## src/rtl/axi_write_arbiter.sv

```systemverilog
// AXI-Lite write arbiter: N requesters share one AW/W/B master port.
// Port-0 priority or round-robin grant, with optional response timeout.
module axi_write_arbiter #(
    parameter int N_REQ       = 2,
    parameter bit PRIO_PORT0  = 1'b1,
    parameter int TIMEOUT_CYC = 256
) (
    input  logic                clk,
    input  logic                rst,
    input  logic [N_REQ-1:0]    req_i,
    input  logic [N_REQ*32-1:0] addr_i,
    input  logic [N_REQ*32-1:0] data_i,
    input  logic [N_REQ*4-1:0]  strb_i,
    output logic [N_REQ-1:0]    ack_o,
    output logic [N_REQ-1:0]    done_o,
    output logic [N_REQ-1:0]    err_o,
    output logic                busy_o,
    output logic [31:0]         aw_addr_o,
    output logic                aw_valid_o,
    input  logic                aw_ready_i,
    output logic [31:0]         w_data_o,
    output logic [3:0]          w_strb_o,
    output logic                w_valid_o,
    input  logic                w_ready_i,
    input  logic [1:0]          b_resp_i,
    input  logic                b_valid_i,
    output logic                b_ready_o
);
    localparam int GW = (N_REQ > 1) ? $clog2(N_REQ) : 1;
    localparam int CW = (TIMEOUT_CYC > 0) ? $clog2(TIMEOUT_CYC + 1) : 1;
    localparam bit TMO_EN = (TIMEOUT_CYC > 0);
    localparam logic [CW-1:0] CNT_MAX = CW'(TMO_EN ? TIMEOUT_CYC : 0);
    localparam logic [CW-1:0] CNT_HIT = CW'(TMO_EN ? TIMEOUT_CYC - 1 : 0);

    typedef enum logic [1:0] {IDLE, ISSUE, RESP} state_t;

    state_t        state;
    logic [GW-1:0] grant;
    logic [GW-1:0] last_grant;
    logic [GW-1:0] pick;
    logic          pick_valid;
    logic [CW-1:0] cnt;
    logic          b_fire;
    logic          tmo;

    function automatic logic [GW-1:0] wrap(input int v);
        return GW'((v >= N_REQ) ? v - N_REQ : v);
    endfunction

    always_comb begin
        pick       = '0;
        pick_valid = 1'b0;
        for (int i = 1; i <= N_REQ; i++) begin
            if (!pick_valid && req_i[wrap(int'(last_grant) + i)]) begin
                pick       = wrap(int'(last_grant) + i);
                pick_valid = 1'b1;
            end
        end
        if (PRIO_PORT0 && req_i[0]) begin
            pick       = '0;
            pick_valid = 1'b1;
        end
    end

    // B is only honoured once both address and data have been accepted
    assign b_fire = (state != IDLE) && b_valid_i && b_ready_o
                    && !aw_valid_o && !w_valid_o;
    assign tmo    = TMO_EN && (state != IDLE) && (cnt == CNT_HIT);

    always_ff @(posedge clk or posedge rst) begin
        if (rst) begin
            state      <= IDLE;
            grant      <= '0;
            last_grant <= GW'(N_REQ - 1);
            cnt        <= '0;
            ack_o      <= '0;
            done_o     <= '0;
            err_o      <= '0;
            busy_o     <= 1'b0;
            aw_addr_o  <= '0;
            aw_valid_o <= 1'b0;
            w_data_o   <= '0;
            w_strb_o   <= 4'hF;
            w_valid_o  <= 1'b0;
            b_ready_o  <= 1'b0;
        end else begin
            ack_o  <= '0;
            done_o <= '0;
            err_o  <= '0;
            case (state)
                IDLE: begin
                    if (pick_valid) begin
                        grant       <= pick;
                        aw_addr_o   <= addr_i[int'(pick)*32 +: 32];
                        w_data_o    <= data_i[int'(pick)*32 +: 32];
                        w_strb_o    <= strb_i[int'(pick)*4 +: 4];
                        ack_o[pick] <= 1'b1;
                        aw_valid_o  <= 1'b1;
                        w_valid_o   <= 1'b1;
                        b_ready_o   <= 1'b1;
                        busy_o      <= 1'b1;
                        cnt         <= '0;
                        state       <= ISSUE;
                    end
                end
                ISSUE, RESP: begin
                    if (aw_valid_o && aw_ready_i) aw_valid_o <= 1'b0;
                    if (w_valid_o && w_ready_i) w_valid_o <= 1'b0;
                    if (state == ISSUE
                        && (!aw_valid_o || aw_ready_i)
                        && (!w_valid_o || w_ready_i))
                        state <= RESP;
                    if (TMO_EN && cnt != CNT_MAX) cnt <= cnt + 1'b1;
                    // completion overrides the handshake updates above
                    if (b_fire || tmo) begin
                        done_o[grant] <= 1'b1;
                        err_o[grant]  <= b_fire ? (b_resp_i != 2'b00) : 1'b1;
                        aw_valid_o    <= 1'b0;
                        w_valid_o     <= 1'b0;
                        b_ready_o     <= 1'b0;
                        busy_o        <= 1'b0;
                        last_grant    <= grant;
                        state         <= IDLE;
                    end
                end
                default: state <= IDLE;
            endcase
        end
    end
endmodule

```

## config.mk

```make
export PLATFORM = sky130hd
export DESIGN_NAME = axi_write_arbiter
export DESIGN_NICKNAME = d
export VERILOG_FILES = /design/src/rtl/axi_write_arbiter.sv
export SDC_FILE = /design/constraint.sdc
export NUM_CORES = 1
export LEC_CHECK = 0
export CORE_ASPECT_RATIO = 0.5
export CORE_MARGIN = 2
export CORE_UTILIZATION = 43
export DETAILED_ROUTE_END_ITERATION = 16
export HOLD_SLACK_MARGIN = 0.03
export MAX_ROUTING_LAYER = met4
export PLACE_DENSITY = 0.94
export SLEW_MARGIN = 30
export SYNTH_ARGS = -nofsm -noshare
export SYNTH_HDL_FRONTEND = slang
export SYNTH_SLANG_ARGS = --single-unit
```

## constraint.sdc

```tcl
create_clock -name clk -period 5 [get_ports clk]
set_input_delay 1 -clock clk [delete_from_list [all_inputs] [get_ports clk]]
set_output_delay 1 -clock clk [all_outputs]
set_load 0.02 [all_outputs]
```

# Yosys cells after proc, flatten, opt, wreduce, memory -nomap -nowiden
# Index checks and enable logic that the tools add are counted.
[classes]
n_shift = 3
mux = 39
add_sub_neg = 5
magnitude_cmp = 8
bitwise_logic = 1
reduce_logical = 30
n_eq_ne = 10
[op_table]
columns = ["operator", "count"]
rows = [
  ["$shiftx A64 B7 Y32", 2],
  ["$mux W1", 21],
  ["$mux W2", 9],
  ["$mux W9", 2],
  ["$pmux W9 S2", 1],
  ["$logic_and A1 B1 Y1", 12],
  ["$reduce_and A3 Y1", 4],
  ["$add A9 B1 Y9 const B", 1],
  ["$eq A9 B8 Y1 const B", 1],
  ["$ne A3 B3 Y1 const B", 3],
  ["$ne A9 B9 Y1 const B", 1],
  ["$lt A1 B2 Y1 const B", 4],
  ["$shiftx A8 B4 Y4", 1],
  ["$ne A2 B2 Y1 const B", 3],
  ["$pmux W1 S2", 3],
  ["$reduce_and A2 Y1", 3],
  ["$reduce_bool A2 Y1", 3],
  ["$pmux W2 S2", 1],
  ["$add A1 B2 Y3 const B", 1],
  ["$ge A3 B2 Y1 const B", 1],
  ["$logic_not A1 Y1", 3],
  ["$logic_or A1 B1 Y1", 3],
  ["$add A1 B1 Y2 const B", 1],
  ["$and A2 B2 Y2", 1],
  ["8 further kinds", 11],
]
[word_totals]
out_inout_bits = 78
word_cells = 109
register_bits = 90

# Longest topological paths before layout
# Gate-level depths: netlist (run 1).
[depth]
word_depth = 16
ltp_mapped = 8
depth_no_buf = 7

# Least setup slack after synthesis (run 1)
# OpenSTA, ideal clock, no wires.
[synth_path]
kind = "input to register"
startpoint = "input port req_i[1]"
endpoint = "register aw_valid_o"
path_stages = 5
t_arrival_ns = 2.056
required_time_ns = 4.896
setup_time_ns = 0.104
path_slack_ns = 2.840
n_path_buf = 1
path_cell_list = "or3b_1 > and2_4 > buf_6 > a21o_1 > a221oi_1"
[synth_via]
elab_chain_cells = 9
[synth_lines]
columns = ["element", "line_no", "source"]
rows = [
  ["from (decl)", "10", "input logic [N_REQ-1:0] req_i,"],
  ["$mux W1 (not written as such) (2 in series)", "54", "if (!pick_valid && req_i[wrap(int'(last_grant) + i)]) begin"],
  ["$mux W1", "54", ""],
  ["$logic_not A1 Y1", "54", ""],
  ["$logic_and A1 B1 Y1", "54", ""],
  ["$mux W1 *", "54", ""],
  ["$mux W1 *", "59", "if (PRIO_PORT0 && req_i[0]) begin"],
  ["$ne A2 B2 Y1 (no source line) *", "n/a", ""],
  ["$reduce_and A3 Y1 (no source line) *", "n/a", ""],
  ["to (signal assigned)", "81", "aw_valid_o <= 1'b0;"],
  ["to (signal assigned)", "98", "aw_valid_o <= 1'b1;"],
  ["to (signal assigned)", "107", "if (aw_valid_o && aw_ready_i) aw_valid_o <= 1'b0;"],
  ["to (decl)", "19", "output logic aw_valid_o,"],
]
# Every way passes the cells marked *; elsewhere a longest branch is shown, timed or not. The select of a mux whose other input is x is not followed.
# A chain may end at the register's enable or synchronous reset.

# Worst setup path after layout (run 1)
[layout_path]
startpoint = "input port req_i[1]"
endpoint = "register aw_addr_o[25]"
[layout_via]
elab_chain_cells = 8
[layout_lines]
columns = ["element", "line_no", "source"]
rows = [
  ["$mux W1 (not written as such) (2 in series)", "54", ""],
  ["$mux W1", "54", ""],
  ["$logic_not A1 Y1", "54", ""],
  ["$logic_and A1 B1 Y1", "54", ""],
  ["$mux W1", "54", ""],
  ["$mux W1", "59", ""],
  ["$shiftx A64 B7 Y32 / $reduce_and A2 Y1 (equally long branches)", "n/a", ""],
  ["to (signal assigned)", "94", "aw_addr_o <= addr_i[int'(pick)*32 +: 32];"],
  ["to (decl)", "18", "output logic [31:0] aw_addr_o,"],
]
# Several ways; a longest one is shown, not always the timed one. The select of a mux whose other input is x is not followed.

==> run summary, run 1 <==
result of the run -> finished clean
PortBufs -> 222
Worst-path clk slew -> 0.06 ns
H-tree depth -> 3
remaining routing DRC violations -> 0
reg-to-reg slack, setup -> 2.57 ns
clk buf depth -> 2
Critical path destination -> aw_addr_o[25]
maxcap violations -> 0
Max-slew headroom -> 53.7%
post-synthesis cell area -> 0.00421 sq mm
gpl congestion -> 0.859
crit path launch -> req_i[1]
WL final -> 12600 um
# rows -> 25
Crit Path Category -> input port to flip-flop
Finished Layout Cells -> 760
placed insts -> 744
syn_area_per_cell -> 10.3 sq um
worst skew pair latency -> 0.34 ns
Leak Pwr -> 3.17 nW
Detailed Routing Iterations Pass 1 -> 5
grt total ovfl -> 0
first-pass GRT wire length -> 19400 um
f_max -> 0.340 GHz
vias in the first global route -> 3782
fraction of layout cells with a size suffix above 1 -> 4.96%
Setup Buffers After CTS -> 0
cts bufs inserted -> 9
initial antenna violation count -> 0
Final min period -> 2.94 ns
count of cell types in the netlist -> 40
Final Setup Violations -> 0
post_cts resized -> 0
reg-to-reg endpoint -> aw_addr_o[25]
vias -> 3763
RR Startpoint -> state[1]
CTS Hold Bufs -> 0
ys async rst share -> 100%
DR iter-0 viols -> 213
DRT antenna net count -> 0
#FFs+latches synth -> 89
P per Cell Area -> 553 mW/mm^2
CP Launch Type -> input port
crit-path max FO -> 74
Fillers -> 684
die area -> 0.0106 sq mm
largest net degree at the start of global routing -> 75
net count of the mapped netlist -> 561
Worst Path Required -> 5.18 ns
Layout Nets -> 771
Syn Inst Count -> 410
hpwl dp -> 9460 um
depth of the most critical reg-to-reg path -> 6
Final Hold Vio Count -> 0
via/cell ratio -> 4.95
Worst Clk Skew -> 0.0120 ns
RSZ-0062 raised after global routing -> false
Critical Path Sink Type -> flip-flop
YS warnings -> 0
commonest non-fill, non-tap cells in the layout -> 222 x clkdlybuf4s50_1, 85 x dfrtp_1, 73 x o21ai_0, 72 x nand2_1, 69 x mux2i_1
Initial Utilization -> 44.4%
Top Ports -> 223
Clock Sinks -> 89
worst hold path type -> flip-flop to flip-flop
Area Overhead vs Synth -> 62.8%
number of flops mapped to enable cells by yosys -> 0
CTS tree -> built
die width -> 144 um
clk root buf -> clkbuf_16
floorplan core area -> 0.00948 sq mm
most common cell after layout, fill and taps aside -> clkdlybuf4s50_1
Final Max Tran Viols -> 0
Die Height -> 74.0 um
worst path arrival time -> 3.12 ns
setup total negative slack -> 0 ns
drt wl/cell -> 16.6 um
register area share after synthesis -> 53.0%
GRT Total Usage -> 24.7%
ant diodes -> 0
measured slew at the worst slew-check pin -> 0.695 ns
fin crit share -> 58.8%
ys flop type -> dfrtp_1
Worst VDD drop -> 0.254 mV
storage element area -> 0.00223 sq mm
Multi-input gate area -> 0.00182 sq mm
[layout make-up]
cell class | count | share of cell area, %
multi-input cells | 283 | 26.6
well taps | 135 | 2.47
inverters | 11 | 0.639
clock inverters | 5 | 1.19
repair buffers | 226 | 33.2
clock buffers | 11 | 3.40
flip-flops and latches | 89 | 32.6
[cell usage after synthesis (all sizes together), types with 2 or more instances]
library cell  number  share of area, %
nor2              15               1.3
dfrtp             85                51
clkbuf            13               1.2
or3                2              0.30
o2bb2ai            2              0.42
a221oi             2              0.42
a31oi              2              0.30
nor4               2              0.30
o22ai              2              0.30
o21ai             75               8.9
xnor2              2              0.42
buf               14               2.0
mux2i             69                16
dfstp              4               2.5
a21o               3              0.54
ha                 6               1.8
and2               4              0.71
a21oi              3              0.36
nor3               4              0.48
inv               11              0.98
nand2             72               6.4
and4               2              0.42
nand3              4              0.48
[cells by family after synthesis]
family	share of synthesized area [%]
AO/OA/AOI/OAI	11.9
multiplexers	16.4
AND/OR/NAND/NOR	12.1
adder cells (fa/ha/maj)	1.78
XOR/XNOR	0.624
flip-flops	53.0
buffers and inverters	4.16
[worst max-delay path, stage by stage]
cell,delay (ns)
clkdlybuf4s50_1,0.55
o21ai_4,0.21
buf_4,0.52
buf_4,0.56
o21ai_0,0.22
[power by group]
part / switching [mW] / internal, mW
combinational: 1.01 / 0.832
sequential: 0.186 / 1.04
clock: 0.283 / 0.439
total: 1.48 / 2.31
[worst min-delay path by stage]
stage                end   from  depth (start not counted)
2_1_floorplan  done_o[0]  grant                          1
3_3_place_gp   done_o[0]  grant                          1
3_5_place_dp   done_o[0]  grant                          1
4_1_cts        done_o[0]  grant                          1
5_1_grt         err_o[0]  grant                          1
6_report       done_o[0]  grant                          1
[layer usage]
layer,share of wire (%),track usage [%]
met5,0,-
met4,2.1,7.84
met3,3.0,4.70
met2,56,45.4
met1,39,27.8
[stage by stage]
stage	instance area, sq um	setup slack [ns]	utilization (%)	power (mW)	hold WS (ns)
after floorplan	4210	1.70	-	2.19	0.427
after detailed placement	6540	1.76	69.0	3.07	0.458
after global placement	6510	1.85	68.7	3.00	0.440
after global routing	6850	1.86	72.3	4.01	0.496
after CTS	6850	2.08	72.3	3.81	0.468
final	6850	2.06	72.3	3.79	0.462
[sequential cells by signal, indices dropped and copies added, names as in the netlist]
register    cells
b_ready_o       1
ack_o           2
state           2
w_valid_o       1
err_o           2
done_o          2
aw_addr_o      32
grant           1
w_strb_o        4
w_data_o       32
aw_valid_o      1
cnt             9
Note: power is estimated with default switching activity, not from simulation.
==> inputs of run 2 (changes only) <==
--- a/config.mk
+++ b/config.mk
@@ -7,11 +7,11 @@
 export LEC_CHECK = 0
 export CORE_ASPECT_RATIO = 0.5
 export CORE_MARGIN = 2
-export CORE_UTILIZATION = 43
+export CORE_UTILIZATION = 40
 export DETAILED_ROUTE_END_ITERATION = 16
 export HOLD_SLACK_MARGIN = 0.03
 export MAX_ROUTING_LAYER = met4
-export PLACE_DENSITY = 0.94
+export PLACE_DENSITY = 0.89
 export SLEW_MARGIN = 30
 export SYNTH_ARGS = -nofsm -noshare
 export SYNTH_HDL_FRONTEND = slang
==> constraint.sdc (replaced) <==
create_clock -name clk -period 3 [get_ports clk]
set_input_delay 0.6 -clock clk [delete_from_list [all_inputs] [get_ports clk]]
set_output_delay 0.6 -clock clk [all_outputs]
set_load 0.02 [all_outputs]
==> run 2 against run 1 <==
  * Clock skew fell by 0.0039 ns
  * Hold slack worse by 0.0030 ns
  * Via count shrank 0.88%
  * Sequential power up 66%
  * Highest routed layer unchanged
  * Global-route usage fell by 1.7 points
  * Non-clock buffer count unchanged
  * Final area hardly changed
  * Clock power up 47%
  * Critical path depth increased by 1
  * First-iteration DRC count is 11% lower
  * Power grew 62%
  * Flip-flop and latch count unchanged
  * Critical endpoint is now cnt[2]
==> run summary, run 2 (synthesis gave the netlist of run 1 again) <==
clk root buf -> clkbuf_16 (unchanged)
Max stage delay on crit path -> 0.46 ns (was 0.56 ns)
Worst-path clk slew -> 0.06 ns (about the same)
floorplan core area -> 0.0102 sq mm (was 0.00948 sq mm)
worst skew pair latency -> 0.33 ns (was 0.34 ns)
post_cts resized -> 0 (unchanged)
Crit Path Category -> flip-flop to flip-flop (was input port to flip-flop)
clock power share -> 17.1% (was 19.0%)
P per Cell Area -> 898 mW/mm^2 (was 553 mW/mm^2)
WL final -> 12600 um (about the same)
ant diodes -> 0 (unchanged)
worst path arrival time -> 2.34 ns (was 3.12 ns)
gpl congestion -> 0.847 (was 0.859)
Worst Path Required -> 3.22 ns (was 5.18 ns)
Hold Startpoint -> grant (unchanged)
vias in the first global route -> 3844 (was 3782)
drt wl/cell -> 16.4 um (was 16.6 um)
measured slew at the worst slew-check pin -> 0.619 ns (was 0.695 ns)
DRT antenna net count -> 0 (unchanged)
Top Ports -> 223 (unchanged)
worst path cell trace -> inv_1, ha_1, nor3b_2, nor2_1, and2_1, a31o_2 (was clkdlybuf4s50_1, o21ai_4, buf_4, buf_4, o21ai_0)
Finished Layout Cells -> 765 (was 760)
placed inst area -> 0.00657 sq mm (was 0.00654 sq mm)
GRT Total Usage -> 23.0% (was 24.7%)
maxcap violations -> 0 (unchanged)
reg-to-reg endpoint -> cnt[2] (was aw_addr_o[25])
Internal -> 3.72 mW (was 2.31 mW)
largest registers -> aw_addr_o x32, w_data_o x32, cnt x9 (unchanged)
worst hold path type -> flip-flop to flip-flop (unchanged)
f_max -> 0.470 GHz
clk buf depth -> 2 (unchanged)
Leak Pwr -> 3.16 nW (was 3.17 nW)
reg-to-reg slack, setup -> 0.87 ns (was 2.57 ns)
fin crit share -> 70.9%
hold depth -> 1 (unchanged)
die width -> 149 um (was 144 um)
depth of the most critical reg-to-reg path -> 6 (unchanged)
RSZ-0062 raised after global routing -> false (unchanged)
Die Height -> 76.5 um (was 74.0 um)
crit-path max FO -> 11 (was 74)
Max-slew headroom -> 58.7% (was 53.7%)
RR Startpoint -> state[0] (was state[1])
CP Launch Type -> flip-flop (was input port)
result of the run -> finished clean (unchanged)
Area Overhead vs Synth -> 62.8% (about the same)
DR iter-0 viols -> 190 (was 213)
Critical Path Sink Type -> flip-flop (unchanged)
PortBufs -> 222 (unchanged)
first-pass GRT wire length -> 20000 um (was 19400 um)
via/cell ratio -> 4.88 (was 4.95)
Final Setup Violations -> 0 (unchanged)
hpwl dp -> 9600 um (was 9460 um)
Clock Sinks -> 89 (unchanged)
setup total negative slack -> 0 ns (unchanged)
Final Hold Vio Count -> 0 (unchanged)
Detailed Routing Iterations Pass 1 -> 4 (was 5)
Sw Share -> 39.5% (was 38.9%)
commonest non-fill, non-tap cells in the layout -> 222 x clkdlybuf4s50_1, 85 x dfrtp_1, 73 x o21ai_0, 72 x nand2_1, 69 x mux2i_1 (unchanged)
Final Util -> 67.1% (was 72.3%)
placed insts -> 749 (was 744)
most common cell after layout, fill and taps aside -> clkdlybuf4s50_1 (unchanged)
CTS Hold Bufs -> 0 (unchanged)
power share of the combinational group -> 49.7% (was 48.5%)
die area -> 0.0114 sq mm (was 0.0106 sq mm)
Layout Nets -> 771 (unchanged)
Crit-path slowest cell -> nor3b_2 (was buf_4)
crit path launch -> state[0] (was req_i[1])
largest net degree at the start of global routing -> 137 (was 75)
# rows -> 26 (was 25)
Initial Utilization -> 41.2% (was 44.4%)
Worst Clk Skew -> 0.00810 ns (was 0.0120 ns)
hold path endpoint -> done_o[0] (unchanged)
Final min period -> 2.13 ns
cts bufs inserted -> 9 (unchanged)
final hold slack -> 0.459 ns (was 0.462 ns)
Setup Buffers After CTS -> 0 (unchanged)
P_sw -> 2.43 mW (was 1.48 mW)
Flop pwr share -> 33.2% (was 32.5%)
Worst VDD drop -> 0.546 mV (was 0.254 mV)
Crit path max-delay family -> simple AND/OR/NAND/NOR gates (was buffers and inverters)
initial antenna violation count -> 0 (unchanged)
Final Cell Area -> 0.00685 sq mm (about the same)
H-tree depth -> 3 (unchanged)
grt total ovfl -> 0 (unchanged)
fraction of layout cells with a size suffix above 1 -> 5.28% (was 4.96%)
remaining routing DRC violations -> 0 (unchanged)
vias -> 3730 (was 3763)
Final Max Tran Viols -> 0 (unchanged)
Buf+Inv Stages, Crit Path -> 1 (was 3)
CTS tree -> built (unchanged)
-- run 2: cell count changes in the layout (fill, tap and decap cells not counted), moves of 2 or more --
cell and change:
clkbuf_1 -2, clkinv_2 +2, bufinv_16 -2, buf_4 -3, buf_12 +4
-- run 2: final cells by class --
cell class                      instances  area, sq um
Clock buffer                           10          239
Multi-Input combinational cell        283         1820
Tap cell                              140          175
Fill cell                             797         3360
Timing Repair Buffer                  226         2300
Inverter                               11         42.5
Sequential cell                        89         2230
Clock inverter                          6         42.5
-- run 2: worst max path at each step --
| stage | slack, ns | cells after the start | end |
|---|---|---|---|
| floorplan | 0.1 | 1 | ack_o[0] |
| global placement | 0.64 | 5 | w_data_o[27] |
| detailed placement | 0.58 | 5 | aw_addr_o[20] |
| CTS | 0.87 | 5 | aw_addr_o[20] |
| global route | 0.71 | 6 | cnt[2] |
| finish | 0.87 | 6 | cnt[2] |
-- run 2: worst register-to-register path: stages (launching register included) --
cell	delay, ns
dfrtp_1	0.42
inv_1	0.07
ha_1	0.41
nor3b_2	0.46
nor2_1	0.17
and2_1	0.24
a31o_2	0.24
-- run 2: per-stage QoR --
stage	setup slack, ns	power, mW
floorplan	0.0997	3.65
global placement	0.642	5.03
detailed placement	0.583	5.12
CTS	0.873	6.20
global route	0.711	6.53
finish	0.873	6.16
-- run 2: layer usage --
metal	track usage, %	vias to the layer above	part of all wire (%)
li1	-	1841	-
met1	26.3	1789	40
met2	41.7	80	55
met3	4.01	20	3.2
met4	6.76	0	2.1
met5	-	-	0
-- run 2: power by group through the flow --
stage	clock [mW]	combinational, mW	sequential, mW
after floorplan	0	1.02	2.63
after global placement	0	3.00	2.03
after detailed placement	0	3.07	2.06
after CTS	1.07	3.08	2.04
after global routing	1.12	3.30	2.11
final	1.06	3.06	2.04
